$ cat src/rtl/frame_scheduler_pkg.sv
// Shared types and defaults for the frame scheduler: FSM and slot encodings,
// default screen geometry and the engine-pointer width helper.
package frame_pkg;

    typedef enum logic [1:0] {IDLE, RUN, DRAIN, DONE} fsm_state_t;
    typedef enum logic [1:0] {FREE, BUSY, RESULT} slot_state_t;

    localparam int DEFAULT_DATA_WIDTH    = 32;
    localparam int DEFAULT_RGB_SIZE      = 24;
    localparam int DEFAULT_SCREEN_WIDTH  = 640;
    localparam int DEFAULT_SCREEN_HEIGHT = 480;
    localparam int DEFAULT_NUM_ENGINES   = 4;

    function automatic int ptr_width(input int num_engines);
        return (num_engines < 2) ? 1 : $clog2(num_engines);
    endfunction

endpackage

$ cat src/rtl/frame_scheduler_raster_counter.sv
// Raster position counter: walks x first, then y, wrapping to (0,0) after the
// last pixel of the frame.
module raster_counter #(
    parameter int DATA_WIDTH    = 32,
    parameter int SCREEN_WIDTH  = 640,
    parameter int SCREEN_HEIGHT = 480
) (
    input  logic                  clk,
    input  logic                  reset,
    input  logic                  advance,
    output logic [DATA_WIDTH-1:0] x,
    output logic [DATA_WIDTH-1:0] y,
    output logic                  first,
    output logic                  last_x,
    output logic                  last_frame
);

    localparam logic [DATA_WIDTH-1:0] X_MAX = DATA_WIDTH'(SCREEN_WIDTH - 1);
    localparam logic [DATA_WIDTH-1:0] Y_MAX = DATA_WIDTH'(SCREEN_HEIGHT - 1);

    always_ff @(posedge clk or negedge reset) begin
        if (!reset) begin
            x <= '0;
            y <= '0;
        end else if (advance) begin
            if (x == X_MAX) begin
                x <= '0;
                y <= (y == Y_MAX) ? '0 : y + DATA_WIDTH'(1);
            end else begin
                x <= x + DATA_WIDTH'(1);
            end
        end
    end

    assign first      = (x == '0) && (y == '0);
    assign last_x     = (x == X_MAX);
    assign last_frame = last_x && (y == Y_MAX);

endmodule

$ cat src/rtl/frame_scheduler.sv
// Frame scheduler: dispatches raster coordinates round-robin to colour engines
// and re-serialises their results into an in-order pixel stream.
module frame_scheduler
    import frame_pkg::*;
#(
    parameter int DATA_WIDTH    = DEFAULT_DATA_WIDTH,
    parameter int RGB_SIZE      = DEFAULT_RGB_SIZE,
    parameter int SCREEN_WIDTH  = DEFAULT_SCREEN_WIDTH,
    parameter int SCREEN_HEIGHT = DEFAULT_SCREEN_HEIGHT,
    parameter int NUM_ENGINES   = DEFAULT_NUM_ENGINES
) (
    input  logic                            clk,
    input  logic                            reset,
    input  logic                            start,
    input  logic                            continuous,
    output logic                            busy,
    output logic                            frame_done,
    output logic                            err_spurious,
    output logic [NUM_ENGINES-1:0]          eng_start,
    output logic [DATA_WIDTH-1:0]           eng_x,
    output logic [DATA_WIDTH-1:0]           eng_y,
    input  logic [NUM_ENGINES-1:0]          eng_done,
    input  logic [NUM_ENGINES*RGB_SIZE-1:0] eng_colour,
    output logic                            out_valid,
    input  logic                            out_ready,
    output logic [RGB_SIZE-1:0]             out_colour,
    output logic                            out_first,
    output logic                            out_last_x,
    output logic                            out_last_y,
    output fsm_state_t                      dbg_state
);

    localparam int PW = ptr_width(NUM_ENGINES);

    fsm_state_t          state_q, state_d;
    slot_state_t         slot_q [NUM_ENGINES];
    logic [RGB_SIZE-1:0] cap_q  [NUM_ENGINES];
    logic [PW-1:0]       d_ptr_q, c_ptr_q;

    logic [DATA_WIDTH-1:0] d_x, d_y, o_x, o_y;
    logic d_first, d_last_x, d_last_frame;
    logic o_first, o_last_x, o_last_frame;
    logic dispatch_window, dispatch, handshake;
    logic unused_raster;

    raster_counter #(
        .DATA_WIDTH(DATA_WIDTH), .SCREEN_WIDTH(SCREEN_WIDTH), .SCREEN_HEIGHT(SCREEN_HEIGHT)
    ) u_dispatch_raster (
        .clk(clk), .reset(reset), .advance(dispatch),
        .x(d_x), .y(d_y), .first(d_first), .last_x(d_last_x), .last_frame(d_last_frame)
    );

    raster_counter #(
        .DATA_WIDTH(DATA_WIDTH), .SCREEN_WIDTH(SCREEN_WIDTH), .SCREEN_HEIGHT(SCREEN_HEIGHT)
    ) u_output_raster (
        .clk(clk), .reset(reset), .advance(handshake),
        .x(o_x), .y(o_y), .first(o_first), .last_x(o_last_x), .last_frame(o_last_frame)
    );

    assign unused_raster = ^{d_first, d_last_x, o_x, o_y};

    // Dispatch is decided on the edge that enters or stays in RUN, so the
    // registered eng_start is already visible in the first RUN cycle.
    always_comb begin
        state_d         = state_q;
        dispatch_window = 1'b0;
        case (state_q)
            IDLE: begin
                if (start) begin
                    state_d         = RUN;
                    dispatch_window = 1'b1;
                end
            end
            RUN:   dispatch_window = 1'b1;
            DRAIN: if (handshake && o_last_frame) state_d = DONE;
            DONE: begin
                if (continuous) begin
                    state_d         = RUN;
                    dispatch_window = 1'b1;
                end else begin
                    state_d = IDLE;
                end
            end
            default: state_d = IDLE;
        endcase
        dispatch = dispatch_window && (slot_q[d_ptr_q] == FREE);
        if (dispatch && d_last_frame) state_d = DRAIN;
    end

    always_ff @(posedge clk or negedge reset) begin
        if (!reset) state_q <= IDLE;
        else        state_q <= state_d;
    end

    // Output stream handshake: a pixel transfers on any cycle where out_valid
    // and out_ready are both high; while out_valid is high and out_ready low,
    // out_colour and the flags hold because the head slot cannot change.
    assign out_valid  = (slot_q[c_ptr_q] == RESULT);
    assign handshake  = out_valid && out_ready;
    assign out_colour = out_valid ? cap_q[c_ptr_q] : '0;
    assign out_first  = out_valid && o_first;
    assign out_last_x = out_valid && o_last_x;
    assign out_last_y = out_valid && o_last_frame;

    always_ff @(posedge clk or negedge reset) begin
        if (!reset) begin
            d_ptr_q      <= '0;
            c_ptr_q      <= '0;
            eng_start    <= '0;
            eng_x        <= '0;
            eng_y        <= '0;
            err_spurious <= 1'b0;
            for (int i = 0; i < NUM_ENGINES; i++) begin
                slot_q[i] <= FREE;
                cap_q[i]  <= '0;
            end
        end else begin
            eng_start <= '0;
            eng_x     <= '0;
            eng_y     <= '0;
            if (dispatch) begin
                eng_start[d_ptr_q] <= 1'b1;
                eng_x              <= d_x;
                eng_y              <= d_y;
                d_ptr_q            <= d_last_frame ? '0 : d_ptr_q + PW'(1);
            end
            if (handshake) c_ptr_q <= o_last_frame ? '0 : c_ptr_q + PW'(1);
            // FREE->BUSY, BUSY->RESULT and RESULT->FREE need disjoint slot states,
            // so at most one of these updates applies to a slot in any cycle.
            for (int i = 0; i < NUM_ENGINES; i++) begin
                if (dispatch && (d_ptr_q == PW'(i))) slot_q[i] <= BUSY;
                if (eng_done[i]) begin
                    if (slot_q[i] == BUSY) begin
                        slot_q[i] <= RESULT;
                        cap_q[i]  <= eng_colour[i*RGB_SIZE +: RGB_SIZE];
                    end else begin
                        err_spurious <= 1'b1;
                    end
                end
                if (handshake && (c_ptr_q == PW'(i))) slot_q[i] <= FREE;
            end
        end
    end

    assign busy       = (state_q != IDLE);
    assign frame_done = (state_q == DONE);
    assign dbg_state  = state_q;

endmodule

$ cat config.mk
export PLATFORM = sky130hd
export DESIGN_NAME = frame_scheduler
export DESIGN_NICKNAME = d
export VERILOG_FILES = /design/src/rtl/frame_scheduler_pkg.sv /design/src/rtl/frame_scheduler_raster_counter.sv /design/src/rtl/frame_scheduler.sv
export SDC_FILE = /design/constraint.sdc
export NUM_CORES = 1
export LEC_CHECK = 0
export BUFFER_PORTS_ARGS = -buffer_cell sky130_fd_sc_hd__buf_4
export CAP_MARGIN = 40
export CORE_UTILIZATION = 45
export DETAILED_ROUTE_END_ITERATION = 8
export GPL_ROUTABILITY_DRIVEN = 0
export PLACE_DENSITY = 0.63
export SKIP_LAST_GASP = 1
export SLEW_MARGIN = 30
export SYNTH_ARGS = -nofsm -noshare
export SYNTH_HDL_FRONTEND = slang
export SYNTH_SLANG_ARGS = --single-unit
$ cat constraint.sdc
create_clock -name clk -period 3.2 [get_ports clk]
set_clock_uncertainty 0.2 [all_clocks]
set_input_delay 0.8 -clock clk [delete_from_list [all_inputs] [get_ports clk]]
set_output_delay 0.8 -clock clk [all_outputs]
set_load 0.005 [all_outputs]
==> results of run 1 <==
[per-layer routing]
metal,vias to the layer above,global-route usage,wire [µm]
met2,268,0.355,16500
met1,5220,0.314,16100
li1,4956,-,-
met4,0,0.0548,640
met3,46,0.0383,1770
met5,-,0,0
[worst max-delay path by stage]
stage	from	to	slack, ns	depth (start not counted)
final	slot_q[4]	out_last_x	0.04	6
after detailed placement	slot_q[4]	out_colour[3]	0.30	6
after floorplan	c_ptr_q[0]	out_colour[10]	0.25	8
after CTS	slot_q[4]	out_last_x	0.009	6
after global placement	slot_q[4]	out_colour[17]	0.38	6
after global routing	slot_q[4]	out_last_x	-0.04	6
[logic make-up (layout without fill, tap and decap cells)]
family,count (synthesis),after routing
xor gates and xnor gates,81,81
adders and majority gates,14,14
AOI/OAI and AO/OA,100,100
buffers and inverters,107,364
muxes,134,134
DFF,307,307
and+or+nand+nor,500,500
[cells in the mapped netlist, drive strengths merged (6+ instances only)]
master  instances
and2           73
or3            13
nand4          54
nor4           49
and3           23
ha             14
nand2b          6
clkbuf         44
and4           16
o21ai          38
buf            11
a31oi           6
mux2          105
or4            11
a211oi         20
nand2          56
mux4           25
dfrtp         307
inv            52
nand3          72
nor3           47
a21oi           8
xnor2          44
nor2           67
xor2           37
[report_power, final]
part | total, mW | switching (mW) | leakage (nW) | internal [mW]
clock network | 4.24 | 1.55 | 0.593 | 2.69
registers | 5.36 | 0.506 | 3.83 | 4.85
logic | 4.29 | 1.96 | 3.78 | 2.33
total | 13.9 | 4.01 | 8.21 | 9.87
[repair_timing]
action,4_1_cts,5_1_grt
gates cloned,0,1
endpoints found under the hold margin,26,0
endpoints found under the setup margin,28,27
buffers inserted,3,10
pin swaps,0,7
hold buffers,1,0
gates resized for setup,11,23
[per-stage QoR]
stage | setup TNS [ns] | setup WS, ns
4_1_cts | 0 | 0.00863
3_5_place_dp | 0 | 0.302
6_report | 0 | 0.0351
3_3_place_gp | 0 | 0.378
5_1_grt | -0.275 | -0.0433
2_1_floorplan | 0 | 0.252
[critical path, cell delays in order, from the launching register on]
cell	delay, ns
dfrtp_1	0.41
nand2b_1	0.16
mux4_2	0.50
buf_4	0.18
buf_4	0.15
nor2_2	0.13
buf_4	0.13
[cell type report]
type                            instances  share of cell area
Multi-Input combinational cell        829               0.349
Inverter                               52              0.0111
Tap cell                              396              0.0278
Clock inverter                         16              0.0161
Clock buffer                           42              0.0518
Timing Repair Buffer                  254               0.113
Sequential cell                       307               0.432
[registers in the layout, indices dropped and copies added, names as in the netlist]
name / count
dbg_state: 2
eng_start: 4
slot_q: 8
err_spurious: 1
u_output_raster.y: 32
eng_y: 32
c_ptr_q: 2
cap_q: 96
u_output_raster.x: 32
d_ptr_q: 2
u_dispatch_raster.y: 32
u_dispatch_raster.x: 32
eng_x: 32
==> metrics.yaml, run 1 <==
status:
  outcome: "finished with violations"
  violations: "design-rule violations"
clocking:
  htreeDepth: 2
  numCtsBuffers: 34
  clk_path_buf_depth: 3
  cts_root_buf: "clkbuf_16"
  worst_skew_pair.late_latency_ns: 0.50
  cts.reportedPaths.clkPinSlew_ns: 0.06
  clock_sinks: 307
  cts_tree: "yes"
logic_synthesis:
  ys_ff_latch: 307
  synth-adder-area-share: 0.0123
  synth_top_area_frac: 0.542
  synthesis.nets: 1362
  synth_compound_area_frac: 0.0453
  ys.flop_type: "dfrtp_1"
  synth_area_leaders: "dfrtp_1 (54%), mux2_2 (8.3%), mux4_2 (4.0%), and2_1 (3.2%), xnor2_1 (2.7%)"
  synth_edf_count: 0
  ys_warn_count: 0
  synthSimpleGateAreaFrac: 0.195
  yosys.area.top_type: "dfrtp_1"
  syn_area_mm2: 0.0142
  synthDistinctLibCells: 48
  synthXorXnorAreaFrac: 0.0500
  yosysSeqAreaShare: 0.542
  syn_avg_cell_area_um2: 11.4
  synth-async-reset-ratio: 1.00
  synthCells: 1243
  muxShareOfSynthArea: 0.126
  synth_top_family_by_area: "simple AND/OR/NAND/NOR gates"
layout:
  nets: 1597
  final_cells: 1896
  final_area_mm2: 0.0178
  final_common_cell: "dfrtp_1"
  final_cell_mix: "dfrtp_1 (302), buf_4 (245), mux2_2 (105), and2_1 (73), nand3_1 (70)"
  fillers: 2563
  area_growth_pct: 25.6
  regArea_mm2: 0.00769
  fin_util: 0.578
  multiInputGateArea_mm2: 0.00621
  layout-drive-gt1-share: 0.313
  n_antenna_cell: 0
sta:
  hold_ws_ns: 0.294
  slew_headroom: 0.572
  setup_viol: 0
  fmaxAchievable_mhz: 316
  tightest_slew_ns: 0.636
  fin_crit_ns: 3.16
  min_period_over_period: 0.989
  final_max_slew_viol_count: 0
  rsz0062_at_grt: "yes"
  finalHoldViolCount: 0
die:
  start_util: 0.460
  dieWidth_um: 180
  die-area_mm2: 0.0322
  die_h_um: 180
  core_mm2: 0.0308
  io_pins: 206
  row_count: 64
placement:
  placedCellCount: 1823
  dpl_cell_area_mm2: 0.0163
  portBuffers: 205
  hpwl_um: 23400
power_and_ir_drop:
  leakagePower_nw: 8.21
  power_density_mw_per_mm2: 779
  irDropWorstVdd_mv: 0.434
  power_mw: 13.9
hold_path:
  holdPathStages: 1
  min_from: "u_dispatch_raster.x[31]"
  hold_end: "u_dispatch_raster.x[31]"
  hold_class: "reg2reg"
route:
  first_pass_iters: 8
  vias_per_cell: 5.53
  totalWireLength_um: 35000
  wire_per_inst_um: 18.5
  route.vias.total: 10500
  drt_iter0_markers: 634
  ant_nets: 0
  drc: 16
setup_path:
  end_kind: "output pin"
  reg2reg_from: "slot_q[4]"
  r2r_slack_ns: 0.30
  path_max_fanout: 4
  r2r-end: "u_output_raster.y[28]"
  worstPathRequired_ns: 2.20
  rr_worst_depth: 7
  start_kind: "flop"
  worstPathArrival_ns: 2.16
  worstSetupPathType: "reg2out"
global_route:
  grtUsageTotal: 0.222
  antenna_found_initial: 0
  grt_pass1_wl_um: 57900
  grt_start_max_net_pins: 67
  grt.overflow.total: 0
  grt_pass1_vias: 10700
flow_run:
  drv_cap: 0
(Power assumes the default switching activity.)
==> run 2: changes to the inputs <==
--- a/config.mk
+++ b/config.mk
@@ -13,2 +13,3 @@
 export PLACE_DENSITY = 0.63
+export SETUP_SLACK_MARGIN = 0.05
 export SKIP_LAST_GASP = 1
==> constraint.sdc (replaced) <==
create_clock -name clk -period 3.2 [get_ports clk]
set_clock_uncertainty 0.2 [all_clocks]
set_input_delay 0 -clock clk [delete_from_list [all_inputs] [get_ports clk]]
set_output_delay 0 -clock clk [all_outputs]
set_load 0.005 [all_outputs]
==> run 2 against run 1 <==
  * Largest power group unchanged
  * Hold slack got worse by 0.22 ns
  * Register-to-register slack got worse by 0.12 ns
  * Critical path depth did not move
  * Power fell by 2.1%
  * Critical endpoint is now dbg_state[0]
  * Worst setup slack improved by 0.14 ns
  * Utilization rose by 2.4 points
  * First-iteration DRC count rose by 24%
  * Sequential share of layout area fell by 1.7 points
  * Fmax rose by 4.7%
  * Clock-buffer cell count rose by 11
  * The run still ends with design-rule violations left
  * Via count rose by 5.0%
==> metrics.yaml, run 2 (synthesized netlist as in run 1, its figures left out) <==
status:
  outcome: "finished with violations"  # unchanged
  violations: "design-rule violations"  # unchanged
setup_path:
  reg2reg_from: "slot_q[0]"  # was slot_q[4]
  start_kind: "flop"  # unchanged
  endpoint: "dbg_state[0]"  # was out_last_x
  crit_start: "slot_q[0]"  # was slot_q[4]
  path_max_fanout: 9  # was 4
  worstSetupPathType: "reg2reg"  # was reg2out
  worstPathRequired_ns: 3.45  # was 2.20 ns
  end_kind: "flop"  # was output pin
  r2r_slack_ns: 0.18  # was 0.30 ns
  rr_worst_depth: 6  # was 7
  r2r-end: "dbg_state[0]"  # was u_output_raster.y[28]
  worstPathArrival_ns: 3.27  # was 2.16 ns
placement:
  portBuffers: 205  # unchanged
  post-place-ws_ns: 0.515  # was 0.302 ns
  dpl_cell_area_mm2: 0.0162  # was 0.0163 mm²
  hpwl_um: 23300  # was 23400 µm
power_and_ir_drop:
  clockPowerShare: 0.297  # was 0.305
  switching_share: 0.299  # was 0.289
  irDropWorstVdd_mv: 0.456  # was 0.434 mV
  pwr-share-comb: 0.306  # was 0.309
  seq_power_share: 0.397  # was 0.386
  switching_power_mw: 4.07  # was 4.01 mW
  p_int_mw: 9.53  # was 9.87 mW
  power_density_mw_per_mm2: 733  # was 779 mW/mm²
  leakagePower_nw: 8.50  # was 8.21 nW
clocking:
  cts_root_buf: "clkbuf_16"  # unchanged
  htreeDepth: 2  # unchanged
  cts_tree: "yes"  # unchanged
  numCtsBuffers: 35  # was 34
  worst_skew_pair.late_latency_ns: 0.51  # was 0.50 ns
  clk_path_buf_depth: 3  # unchanged
  clock_sinks: 307  # unchanged
  cts.reportedPaths.clkPinSlew_ns: 0.06  # about the same
die:
  die_h_um: 180  # unchanged
  core_mm2: 0.0308  # unchanged
  row_count: 64  # unchanged
  die-area_mm2: 0.0322  # unchanged
  dieWidth_um: 180  # unchanged
  start_util: 0.460  # unchanged
  io_pins: 206  # unchanged
sta:
  setup_viol: 0  # unchanged
  min_period_over_period: 0.945  # was 0.989
  fin_crit_ns: 3.02  # was 3.16 ns
  tightest_slew_ns: 0.672  # was 0.636 ns
  final.setup.worst_slack_ns: 0.176  # was 0.0351 ns
  tns_ns: 0  # unchanged
  slew_headroom: 0.548  # was 0.572
  final_max_slew_viol_count: 0  # unchanged
  rsz0062_at_grt: "no"  # was yes
  hold_ws_ns: 0.0719  # was 0.294 ns
  fmaxAchievable_mhz: 331  # was 316 MHz
  finalHoldViolCount: 0  # unchanged
layout:
  final_cell_mix: "dfrtp_1 (306), buf_4 (234), dlygate4sd3_1 (106), mux2_2 (105), and2_1 (73)"  # was dfrtp_1 (302), buf_4 (245), mux2_2 (105), and2_1 (73), nand3_1 (70)
  area_growth_pct: 30.7  # was 25.6%
  final_common_cell: "dfrtp_1"  # unchanged
  largest_reg_flops: 96  # unchanged
  nets: 1688  # was 1597
  layout-drive-gt1-share: 0.274  # was 0.313
  top_register: "cap_q"  # unchanged
  final_area_mm2: 0.0185  # was 0.0178 mm²
global_route:
  grt_pass1_vias: 11400  # was 10700
  antenna_found_initial: 2  # was 0
  grt_pass1_wl_um: 61900  # was 57900 µm
  grt.overflow.total: 0  # unchanged
  grtUsageTotal: 0.238  # was 0.222
  grt_start_max_net_pins: 78  # was 67
route:
  route.vias.total: 11000  # was 10500
  first_pass_iters: 9  # was 8
  drt_iter0_markers: 786  # was 634
  ant_nets: 0  # unchanged
  totalWireLength_um: 37300  # was 35000 µm
  drc: 16  # unchanged
  wire_per_inst_um: 18.7  # was 18.5 µm
  vias_per_cell: 5.53  # about the same
flow_run:
  drv_cap: 0  # unchanged
hold_path:
  holdPathStages: 3  # was 1
  hold_class: "in2reg"  # was reg2reg
-- run 2: worst min-delay path by stage --
stage              startpoint    endpoint
6_report       eng_colour[10]   cap_q[82]
5_1_grt        eng_colour[18]   cap_q[90]
4_1_cts        eng_colour[31]   cap_q[55]
3_5_place_dp            reset   eng_x[27]
3_3_place_gp            reset   eng_x[27]
2_1_floorplan           reset  c_ptr_q[0]
-- run 2: cell type report --
class                           count  area (µm²)
Fill cell                        2482       12300
Sequential cell                   307        7680
Multi-Input combinational cell    829        6090
Timing Repair Buffer              344        2900
Clock buffer                       53        1060
Tap cell                          396         495
Inverter                           52         198
Clock inverter                      9         113
Antenna cell                        1        2.50
-- run 2: power by group through the flow --
stage                     Combinational, mW  Clock (mW)  Sequential [mW]
after detailed placement               4.05           0             5.42
after global routing                   4.56        4.29             5.53
after floorplan                        2.55           0             5.29
after global placement                 3.99           0             5.38
final                                  4.16        4.03             5.40
after CTS                              4.19        4.13             5.37
-- run 2: through the flow --
step	total power [mW]	utilization	instances
floorplan	7.84	-	1243
global placement	9.38	0.527	1818
detailed placement	9.47	0.527	1818
CTS	13.7	0.600	1987
global route	14.4	0.602	1991
finish	13.6	0.602	1991
-- run 2: metal layers --
metal,vias to the layer above,track usage,part of all wire
met5,-,0,0.00035
met4,2,0.0738,0.024
met3,64,0.0409,0.054
met2,328,0.395,0.49
met1,5495,0.318,0.43
li1,5129,-,-
-- run 2: repair_timing --
| item | CTS | global route |
|---|---|---|
| hold buffers | 107 | 0 |
| gates resized for setup | 0 | 2 |
| setup buffers | 0 | 3 |
| hold endpoints to repair | 425 | 0 |
| setup endpoints to repair | 0 | 1 |
-- run 2: critical path, stage by stage (launching register included) --
cell and delay [ns]:
dfrtp_1 0.42, nand2b_1 0.17, mux4_2 0.59, or4_4 0.58, o31a_1 0.27, nor3_1 0.18, dlygate4sd3_1 0.57
==> run 3: changes to the inputs <==
- CTS_BUF_LIST: default -> sky130_fd_sc_hd__clkbuf_8
==> run 3 against run 2 <==
  * Clock power shrank 7.7%
  * Power increased by 6.1%
  * Cell area up 6.9%
  * Combinational power grew 25%
  * Register-to-register slack hardly changed
  * Routed wire length is 14% higher
  * Worst setup slack improved by 0.0086 ns
  * Via count up 8.0%
  * Sequential share of layout area down 2.7 points
  * Highest routed layer is now met4
  * Clock-buffer cell count up 13
  * Sequential power up 1%
  * The flow still finishes with violations (design-rule violations)
  * Cell count is 8.6% higher
==> metrics.yaml, run 3 (synthesized netlist as in run 1, its figures left out) <==
sta:
  final_max_slew_viol_count: 0  # unchanged
  rsz0062_at_grt: "yes"  # was no
  finalHoldViolCount: 0  # unchanged
  setup_viol: 0  # unchanged
  fin_crit_ns: 3.02  # about the same
  min_period_over_period: 0.942  # was 0.945
  tightest_slew_ns: 0.679  # was 0.672 ns
  fmaxAchievable_mhz: 332  # was 331 MHz
  slew_headroom: 0.543  # was 0.548
  tns_ns: 0  # unchanged
layout:
  area_growth_pct: 39.8  # was 30.7%
  nets: 1838  # was 1688
  final_common_cell: "dfrtp_1"  # unchanged
  top_register: "cap_q"  # unchanged
  final_cell_mix: "dfrtp_1 (306), dlygate4sd3_1 (238), buf_4 (234), mux2_2 (105), and2_1 (73)"  # was dfrtp_1 (306), buf_4 (234), dlygate4sd3_1 (106), mux2_2 (105), and2_1 (73)
  largest_reg_flops: 96  # unchanged
  fin_util: 0.643  # was 0.602
  layout-drive-gt1-share: 0.265  # was 0.274
clocking:
  numCtsBuffers: 53  # was 35
  clk_path_buf_depth: 3  # unchanged
  clock_sinks: 307  # unchanged
  worst_skew_pair.late_latency_ns: 0.59  # was 0.51 ns
  cts_root_buf: "clkbuf_8"  # was clkbuf_16
  cts.reportedPaths.clkPinSlew_ns: 0.07  # was 0.06 ns
  cts_tree: "yes"  # unchanged
  htreeDepth: 2  # unchanged
route:
  vias_per_cell: 5.50  # was 5.53
  route.vias.total: 11900  # was 11000
  drt_iter0_markers: 906  # was 786
  totalWireLength_um: 42300  # was 37300 µm
  wire_per_inst_um: 19.6  # was 18.7 µm
  drc: 16  # unchanged
  first_pass_iters: 9  # unchanged
  ant_nets: 0  # unchanged
global_route:
  grt_pass1_vias: 12600  # was 11400
  grt.overflow.total: 0  # unchanged
  grt_start_max_net_pins: 78  # unchanged
  grt_pass1_wl_um: 69000  # was 61900 µm
  grtUsageTotal: 0.268  # was 0.238
  antenna_found_initial: 5  # was 2
setup_path:
  r2r-end: "dbg_state[0]"  # unchanged
  path_max_fanout: 9  # unchanged
  rr_worst_depth: 6  # unchanged
  crit_slowest_cell: "mux4_2"  # unchanged
  max_stage_delay_ns: 0.59  # about the same
  worstPathArrival_ns: 3.34  # was 3.27 ns
  path_cells: "nand2b_1 -> mux4_2 -> or4_4 -> o31a_1 -> nor3_1 -> dlygate4sd3_1"  # unchanged
  worstPathRequired_ns: 3.52  # was 3.45 ns
  cp_num_buf_inv: 1  # unchanged
  reg2reg_from: "slot_q[2]"  # was slot_q[0]
  critPathTopFamily: "simple AND/OR/NAND/NOR gates"  # unchanged
  worstSetupPathType: "reg2reg"  # unchanged
  start_kind: "flop"  # unchanged
  end_kind: "flop"  # unchanged
  r2r_slack_ns: 0.18  # about the same
power_and_ir_drop:
  irDropWorstVdd_mv: 0.450  # was 0.456 mV
  power_density_mw_per_mm2: 727  # was 733 mW/mm²
  leakagePower_nw: 9.13  # was 8.50 nW
hold_path:
  hold_class: "in2reg"  # unchanged
  min_from: "eng_colour[12]"  # was eng_colour[10]
  hold_end: "cap_q[84]"  # was cap_q[82]
  holdPathStages: 3  # unchanged
flow_run:
  drv_cap: 0  # unchanged
die:
  dieWidth_um: 180  # unchanged
  row_count: 64  # unchanged
  die-area_mm2: 0.0322  # unchanged
  start_util: 0.460  # unchanged
  core_mm2: 0.0308  # unchanged
  die_h_um: 180  # unchanged
  io_pins: 206  # unchanged
status:
  violations: "design-rule violations"  # unchanged
  outcome: "finished with violations"  # unchanged
placement:
  portBuffers: 205  # unchanged
  hpwl_um: 23300  # unchanged
==> run 3: worst max path at each step <==
| stage | start | end | cells past startpoint |
|---|---|---|---|
| after floorplan | c_ptr_q[0] | u_output_raster.y[29] | 8 |
| after global placement | d_ptr_q[0] | u_dispatch_raster.y[9] | 7 |
| after detailed placement | d_ptr_q[0] | u_dispatch_raster.y[9] | 7 |
| after CTS | slot_q[0] | dbg_state[0] | 6 |
| after global routing | u_output_raster.y[12] | dbg_state[0] | 6 |
| final | slot_q[2] | dbg_state[0] | 6 |
==> run 3: worst reg2reg max path: stages, from the launching register on <==
cell and delay [ns]:
dfrtp_1 0.42, nand2b_1 0.17, mux4_2 0.59, or4_4 0.58
o31a_1 0.27, nor3_1 0.17, dlygate4sd3_1 0.56
==> run 3: final cells by class <==
class,count,area (µm²)
inverters,52,198
diodes,5,12.5
fillers,2328,11000
clock buffers,66,908
multi-input cells,829,6100
clock inverters,31,208
well taps,396,495
flip-flops and latches,307,7680
repair buffers,476,4220
==> run 3: what timing repair did <==
action | CTS | global route
endpoints found under the setup margin | 0 | 3
hold buffers | 239 | 0
hold endpoints to repair | 480 | 0
resized for setup | 0 | 5
buffers inserted | 0 | 3
==> run 3: layer usage <==
| layer | part of all wire | up-vias | GRT usage | routed length (µm) |
|---|---|---|---|---|
| li1 | - | 5444 | - | - |
| met1 | 0.42 | 5907 | 0.337 | 17600 |
| met2 | 0.49 | 428 | 0.449 | 20900 |
| met3 | 0.056 | 116 | 0.0529 | 2370 |
| met4 | 0.035 | 0 | 0.116 | 1490 |
| met5 | 0 | - | 0 | 0 |
==> run 3: through the flow <==
| stage | setup WS (ns) | power [mW] | cell area (µm²) | hold WS, ns | std cells |
|---|---|---|---|---|---|
| finish | 0.185 | 14.4 | 19800 | 0.0112 | 2162 |
| global route | 0.0301 | 15.2 | 19800 | 0.0144 | 2162 |
| CTS | 0.0776 | 14.2 | 19800 | 0.00379 | 2154 |
| detailed placement | 0.515 | 9.47 | 16200 | -0.164 | 1818 |
| global placement | 0.454 | 9.38 | 16200 | -0.168 | 1818 |
| floorplan | 0.596 | 7.84 | 14200 | -0.496 | 1243 |
==> run 3: power by group <==
group | switching [mW] | total, mW | internal, mW
Sequential | 0.626 | 5.48 | 4.85
Clock | 1.69 | 3.72 | 2.03
Combinational | 2.26 | 5.22 | 2.96
Total | 4.57 | 14.4 | 9.85
